<file path="src/rtl/if_fetch_queue_if.sv">
// Fetch-queue bus bundle: redirect input, instruction RAM request/response, and decode handshake.
// master = fetch unit side, slave = RAM/decode/branch-unit side.
interface if_fetch_queue_if;
  logic        redirect_valid;
  logic [63:0] redirect_pc;
  logic        imem_req_valid;
  logic        imem_req_ready;
  logic [63:0] imem_req_addr;
  logic        imem_rsp_valid;
  logic [31:0] imem_rsp_data;
  logic        id_valid;
  logic        id_ready;
  logic [63:0] id_pc;
  logic [31:0] id_inst;

  modport master (
    input  redirect_valid, redirect_pc, imem_req_ready, imem_rsp_valid, imem_rsp_data, id_ready,
    output imem_req_valid, imem_req_addr, id_valid, id_pc, id_inst
  );

  modport slave (
    output redirect_valid, redirect_pc, imem_req_ready, imem_rsp_valid, imem_rsp_data, id_ready,
    input  imem_req_valid, imem_req_addr, id_valid, id_pc, id_inst
  );
endinterface

</file>
<file path="src/rtl/if_fetch_queue.sv">
// In-order instruction fetch queue: PC/instruction ring of DEPTH entries, redirect flush with
// late-response dropping. Optional IF_PERF_CNT_EN adds saturating fetch/flush counters.
module if_fetch_queue #(
  parameter logic [63:0] PC_START = 64'h8000_0000,
  parameter int          DEPTH    = 4
) (
  input  logic             clk,
  input  logic             rst_n,
  if_fetch_queue_if.master bus
`ifdef IF_PERF_CNT_EN
  ,
  output logic [63:0]      perf_fetch_cnt,
  output logic [63:0]      perf_flush_cnt
`endif
);
  localparam int PW = $clog2(DEPTH);
  localparam int CW = PW + 1;
  localparam logic [CW:0] DEPTH_W = (CW+1)'(DEPTH);

  logic [63:0]   pc_mem     [DEPTH];
  logic [31:0]   inst_mem   [DEPTH];
  logic          filled_reg [DEPTH];
  logic [PW-1:0] alloc_reg, fill_reg, head_reg;
  logic [CW-1:0] used_reg, pending_reg, drop_reg;
  logic [63:0]   fetch_pc_reg;
  logic          started_reg;
  logic          id_valid_reg;
  logic [63:0]   id_pc_reg;
  logic [31:0]   id_inst_reg;

  logic          req_valid, fire, pop, rsp_drop, rsp_write;
  logic [CW:0]   occupancy;
  logic [CW-1:0] used_next, drop_flush, drop_total;
  logic [PW-1:0] head_next;
  logic          hit_fill, filled_head_next, show_next;
  logic [31:0]   inst_head_next;

  // started_reg keeps requests off for the first cycle after reset release
  assign occupancy = {1'b0, used_reg} + {1'b0, drop_reg};
  assign req_valid = rst_n & started_reg & ~bus.redirect_valid & (occupancy < DEPTH_W);
  assign fire      = req_valid & bus.imem_req_ready;
  assign pop       = rst_n & id_valid_reg & bus.id_ready;
  assign rsp_drop  = bus.imem_rsp_valid & (drop_reg != '0);
  assign rsp_write = bus.imem_rsp_valid & (drop_reg == '0) & (pending_reg != '0);

  assign drop_total = drop_reg + pending_reg;
  assign drop_flush = drop_total - CW'(bus.imem_rsp_valid && (drop_total != '0));

  // Look ahead at the head entry after this cycle's updates so id_* can be registered
  always_comb begin
    head_next        = head_reg + PW'(pop);
    used_next        = used_reg + CW'(fire) - CW'(pop);
    hit_fill         = rsp_write && (fill_reg == head_next);
    filled_head_next = filled_reg[head_next];
    if (hit_fill)
      filled_head_next = 1'b1;
    else if (fire && (alloc_reg == head_next))
      filled_head_next = 1'b0;
    inst_head_next   = hit_fill ? bus.imem_rsp_data : inst_mem[head_next];
    show_next        = (used_next != '0) && filled_head_next;
  end

  for (genvar gi = 0; gi < DEPTH; gi++) begin : g_entry
    always_ff @(posedge clk) begin
      if (!rst_n) begin
        filled_reg[gi] <= 1'b0;
        pc_mem[gi]     <= '0;
        inst_mem[gi]   <= '0;
      end else if (!bus.redirect_valid) begin
        if (fire && (alloc_reg == PW'(gi))) begin
          filled_reg[gi] <= 1'b0;
          pc_mem[gi]     <= fetch_pc_reg;
        end else if (rsp_write && (fill_reg == PW'(gi))) begin
          filled_reg[gi] <= 1'b1;
          inst_mem[gi]   <= bus.imem_rsp_data;
        end
      end
    end
  end

  always_ff @(posedge clk) begin
    if (!rst_n) begin
      alloc_reg    <= '0;
      fill_reg     <= '0;
      head_reg     <= '0;
      used_reg     <= '0;
      pending_reg  <= '0;
      drop_reg     <= '0;
      fetch_pc_reg <= PC_START;
      started_reg  <= 1'b0;
      id_valid_reg <= 1'b0;
      id_pc_reg    <= '0;
      id_inst_reg  <= '0;
    end else begin
      started_reg <= 1'b1;
      if (bus.redirect_valid) begin
        // Outstanding fetches become drops; a response this cycle retires one of them
        fill_reg     <= alloc_reg;
        head_reg     <= alloc_reg;
        used_reg     <= '0;
        pending_reg  <= '0;
        drop_reg     <= drop_flush;
        fetch_pc_reg <= {bus.redirect_pc[63:2], 2'b00};
        id_valid_reg <= 1'b0;
      end else begin
        if (fire) begin
          alloc_reg    <= alloc_reg + PW'(1);
          fetch_pc_reg <= fetch_pc_reg + 64'd4;
        end
        if (rsp_write)
          fill_reg <= fill_reg + PW'(1);
        head_reg     <= head_next;
        used_reg     <= used_next;
        pending_reg  <= pending_reg + CW'(fire) - CW'(rsp_write);
        drop_reg     <= drop_reg - CW'(rsp_drop);
        id_valid_reg <= show_next;
        if (show_next) begin
          id_pc_reg   <= pc_mem[head_next];
          id_inst_reg <= inst_head_next;
        end
      end
    end
  end

  assign bus.imem_req_valid = req_valid;
  assign bus.imem_req_addr  = (rst_n & started_reg) ? fetch_pc_reg : 64'd0;
  assign bus.id_valid       = rst_n & id_valid_reg;
  assign bus.id_pc          = id_pc_reg;
  assign bus.id_inst        = id_inst_reg;

`ifdef IF_PERF_CNT_EN
  logic [63:0] fetch_cnt_reg, flush_cnt_reg;

  always_ff @(posedge clk) begin
    if (!rst_n) begin
      fetch_cnt_reg <= '0;
      flush_cnt_reg <= '0;
    end else begin
      if (rsp_write && !bus.redirect_valid && (fetch_cnt_reg != '1))
        fetch_cnt_reg <= fetch_cnt_reg + 64'd1;
      if (bus.redirect_valid && (flush_cnt_reg != '1))
        flush_cnt_reg <= flush_cnt_reg + 64'd1;
    end
  end

  assign perf_fetch_cnt = fetch_cnt_reg;
  assign perf_flush_cnt = flush_cnt_reg;
`endif

  rsp_owned: assert property (@(posedge clk) disable iff (!rst_n)
    bus.imem_rsp_valid |-> ((pending_reg != '0) || (drop_reg != '0)));
endmodule

</file>
<file path="src/flat_wrapper.sv">
// flat-port wrapper written by rule: the top's interface ports become plain ports
module if_fetch_queue_flat 
#(
  parameter logic [63:0] PC_START = 64'h8000_0000,
  parameter int          DEPTH    = 4
)
  (clk, rst_n, bus_redirect_valid, bus_redirect_pc, bus_imem_req_ready, bus_imem_rsp_valid, bus_imem_rsp_data, bus_id_ready, bus_imem_req_valid, bus_imem_req_addr, bus_id_valid, bus_id_pc, bus_id_inst);
  if_fetch_queue_if bus_i ();
  input  logic clk;
  input  logic rst_n;
  input wire logic [$bits(bus_i.redirect_valid)-1:0] bus_redirect_valid;
  input wire logic [$bits(bus_i.redirect_pc)-1:0] bus_redirect_pc;
  input wire logic [$bits(bus_i.imem_req_ready)-1:0] bus_imem_req_ready;
  input wire logic [$bits(bus_i.imem_rsp_valid)-1:0] bus_imem_rsp_valid;
  input wire logic [$bits(bus_i.imem_rsp_data)-1:0] bus_imem_rsp_data;
  input wire logic [$bits(bus_i.id_ready)-1:0] bus_id_ready;
  output wire logic [$bits(bus_i.imem_req_valid)-1:0] bus_imem_req_valid;
  output wire logic [$bits(bus_i.imem_req_addr)-1:0] bus_imem_req_addr;
  output wire logic [$bits(bus_i.id_valid)-1:0] bus_id_valid;
  output wire logic [$bits(bus_i.id_pc)-1:0] bus_id_pc;
  output wire logic [$bits(bus_i.id_inst)-1:0] bus_id_inst;
  assign bus_i.redirect_valid = bus_redirect_valid;
  assign bus_i.redirect_pc = bus_redirect_pc;
  assign bus_i.imem_req_ready = bus_imem_req_ready;
  assign bus_i.imem_rsp_valid = bus_imem_rsp_valid;
  assign bus_i.imem_rsp_data = bus_imem_rsp_data;
  assign bus_i.id_ready = bus_id_ready;
  assign bus_imem_req_valid = bus_i.imem_req_valid;
  assign bus_imem_req_addr = bus_i.imem_req_addr;
  assign bus_id_valid = bus_i.id_valid;
  assign bus_id_pc = bus_i.id_pc;
  assign bus_id_inst = bus_i.id_inst;
  if_fetch_queue #(.PC_START(PC_START), .DEPTH(DEPTH)) u_core (.clk(clk), .rst_n(rst_n), .bus(bus_i));
endmodule
</file>
<file path="config.mk">
export PLATFORM = sky130hd
export DESIGN_NAME = if_fetch_queue_flat
export DESIGN_NICKNAME = d
export VERILOG_FILES = /design/src/rtl/if_fetch_queue_if.sv /design/src/rtl/if_fetch_queue.sv /design/src/flat_wrapper.sv
export SDC_FILE = /design/constraint.sdc
export NUM_CORES = 1
export LEC_CHECK = 0
export ABC_AREA = 1
export CAP_MARGIN = 10
export CORE_MARGIN = 4
export CORE_UTILIZATION = 58
export DETAILED_ROUTE_END_ITERATION = 16
export DONT_BUFFER_PORTS = 1
export PLACE_DENSITY = 0.82
export SLEW_MARGIN = 20
export SYNTH_ARGS = -nofsm -noshare
export SYNTH_HDL_FRONTEND = slang
export SYNTH_SLANG_ARGS = --single-unit
</file>
<file path="constraint.sdc">
create_clock -name clk -period 3 [get_ports clk]
set_input_delay 0.3 -clock clk [delete_from_list [all_inputs] [get_ports clk]]
set_output_delay 0.3 -clock clk [all_outputs]
set_load 0.01 [all_outputs]
</file>
==> qor.csv <==
metric,value,unit
R2R Setup Slk,0.05,ns
CP max-delay cell,fa_2,
Post-DP HPWL,46700,um
Initial DRC Count,2712,
"Clk pin slew, worst setup/hold paths",0.06,ns
Crit Path Max Fanout,7,
pre-CTS WS,0.0911,ns
largest registers,"u_core.pc_mem: 248 flops, u_core.inst_mem: 128 flops",
Synth Flop Type,edfxtp_1,
data required time at the worst endpoint,3.53,ns
Chip Height,220,um
total CTS buffers,55,
std cell rows,77,
Die X,220,um
Finish-stage setup viols,0,
arrival time worst endpoint,3.48,ns
"Hold Vio Cnt, Final",0,
Max Slew Vio Count,0,
top cell type by total area after synthesis,edfxtp_1,
period utilisation layout,98.3,%
DRC violations left,0,
RSZ-0062 raised after global routing,true,
via count,22086,
#FFs+latches synth,553,
most frequent CP cell,nand2_2,
Hold Crit Class,in -> reg,
clk sinks,553,
routed wire length,79200,um
layout cell share with drive strength beyond 1,9.75,%
outcome,finished clean,
mapped cell area,26200,um^2
min cycle time layout,2.95,ns
"count leader, synth",nor2_1,
worst setup path class,reg -> reg,
setup ws final,0.0502,ns
Final Skew,0.0221,ns
CP Capture Point,u_core.bus.id_pc[34]$_SDFFE_PN0P_,
Via-to-Cell Ratio,5.96,
GP Congestion,0.977,
clk_lat worst skew,0.61,ns
die area,48600,um^2
slew margin rel.,40.1,%
Syn. warnings,0,
Peak VDD IR,0.484,mV
r2r worst-path depth,18,
delay of the slowest critical-path stage,0.35,ns
overflow left after global routing,0,
port bufs,0,
H-tree lvl count,2,
post-route ant nets,0,
ranking of synthesized cells by area,"edfxtp_1, dfxtp_1, nor2_1",
IO Pins,264,
worst r2r src,u_core.used_reg[1]$_SDFF_PP0_,
Placed Area,26900,um^2
Max Cap Violations,0,
initial antenna violation count,3,
CP endpoint kind,register,
largest net degree at the start of global routing,80,
synth-to-layout area growth,15.0,%
Max Clk Rate,339,MHz
"Async S/R FF share, synth",0,%
Tightest Pin Transition,0.898,ns
Initial Util,58.9,%
non-filler cells in the finished layout,3706,
P per Cell Area,561,nW/um^2
largest register by flop count,u_core.pc_mem,
Final nets,3188,
clk root buf,clkbuf_16,
maximum clock path buffer count,3,
crit path cell chain,"ha_1, nand3_1, nand2_2, nor2_4, nand2_2, clkinv_4, ha_1, inv_1, fa_2, xnor2_2, xor2_1, nand2_1, nand2_2, inv_8, buf_8, clkbuf_16, nand3_1, a21oi_1",
CTS tree,yes,
Inst Count DP,3491,
Cells after Synth,3024,
routed length per instance,21.4,um
first-pass GRT wire length,117000,um
drt first pass iters,7,
"Seq/Total Area, Yosys",56.8,%
RR Endpoint,u_core.bus.id_pc[34]$_SDFFE_PN0P_,
Core ar.,44400,um^2
top cell type's share of synthesized area,43.5,%
Startpoint Class,register,
Pleak,11.6,nW
fin area,30100,um^2
syn_area_per_cell,8.65,um^2
"EDFF count, synth",379,
CP Launch Point,u_core.used_reg[1]$_SDFF_PP0_,
final hold slack,0.0265,ns
vias in the first global route,21339,
most frequent cells after synthesis,"nor2_1, nand2_1, edfxtp_1, inv_1, dfxtp_1",
Largest register FFs,248,
total global-route track usage,30.7,%
post-synthesis cell type count,38,
==> repair_timing <==
action                                 in CTS  in global routing
endpoints found under the hold margin     209                  0
resized for setup                           0                 33
setup buffers                               0                  4
setup endpoints to repair                   0                120
hold buffers                               88                  0
==> cell usage in the layout (no fill, tap or decap), types with 94 or more instances in the layout <==
master,Yosys,layout
or2_2,94,94
nand2_1,456,444
o211ai_1,98,98
nor2_1,833,832
o31ai_1,94,94
nand3_1,143,141
a21oi_1,121,116
o21ai_0,112,112
edfxtp_1,379,379
inv_1,231,230
dfxtp_1,174,171
==> worst max-delay path: cells and delay by family (launching register included) <==
kind	cells	cell delay [ns]
xor gates and xnor gates	2	0.32
DFF	1	0.34
AOI/OAI and AO/OA	1	0.20
buffers and inverters	5	0.56
and+or+nand+nor	7	0.67
adders and majority gates	3	0.75
==> power breakdown <==
part	leakage [nW]	internal, mW	switching (mW)
registers	5.33	8.40	0.150
logic	5.39	0.461	0.916
clock network	0.890	3.97	2.98
==> per-stage QoR <==
| stage | TNS (ns) | util (%) | total power [mW] |
|---|---|---|---|
| 6_report | 0 | 67.8 | 16.9 |
| 4_1_cts | 0 | 66.7 | 16.8 |
| 5_1_grt | -2.04 | 67.8 | 17.4 |
| 3_3_place_gp | 0 | 60.6 | 9.81 |
| 2_1_floorplan | 0 | - | 9.49 |
| 3_5_place_dp | 0 | 60.6 | 9.87 |
==> layout make-up <==
class / count / area [um^2]
Antenna cell: 5 / 12.5
Clock buffer: 77 / 1550
Clock inverter: 27 / 269
Fill cell: 3296 / 14300
Inverter: 239 / 917
Multi-Input combinational cell: 2052 / 9760
Sequential cell: 553 / 14900
Tap cell: 592 / 741
Timing Repair Buffer: 161 / 1980
==> cells by family (layout without fill, tap and decap cells) <==
group | count (synthesis) | after routing | synth area share (%)
simple gates | 1555 | 1557 | 24.2
xor+xnor | 25 | 25 | 0.837
fa+ha+maj | 24 | 24 | 1.23
flops | 553 | 553 | 56.8
compound gates | 442 | 442 | 10.4
buf+inv | 424 | 504 | 6.52
other cells | 1 | 9 | 0.0143
==> layer usage <==
metal / vias to the layer above / routed length, um / part of all wire (%) / GRT usage, %
met5: - / 0 / 0 / 0
met4: 0 / 2890 / 3.6 / 11.9
met3: 203 / 8010 / 10 / 6.21
met2: 1291 / 38900 / 49 / 51.6
met1: 10520 / 29500 / 37 / 39.5
li1: 10072 / - / - / -
==> worst min path at each step <==
stage | slack, ns | start | to | cells after the start
floorplan | 0.33 | rst_n | u_core.started_reg$_DFF_P_ | 0
global placement | 0.35 | rst_n | u_core.started_reg$_DFF_P_ | 0
detailed placement | 0.35 | rst_n | u_core.started_reg$_DFF_P_ | 0
CTS | 0.002 | bus_redirect_valid | u_core.fetch_pc_reg[26]$_SDFFE_PN0P_ | 4
global route | 0.02 | bus_redirect_valid | u_core.fetch_pc_reg[23]$_SDFFE_PN0P_ | 4
finish | 0.03 | bus_redirect_pc[51] | u_core.fetch_pc_reg[51]$_SDFFE_PN0P_ | 4
(Power assumes the default switching activity.)
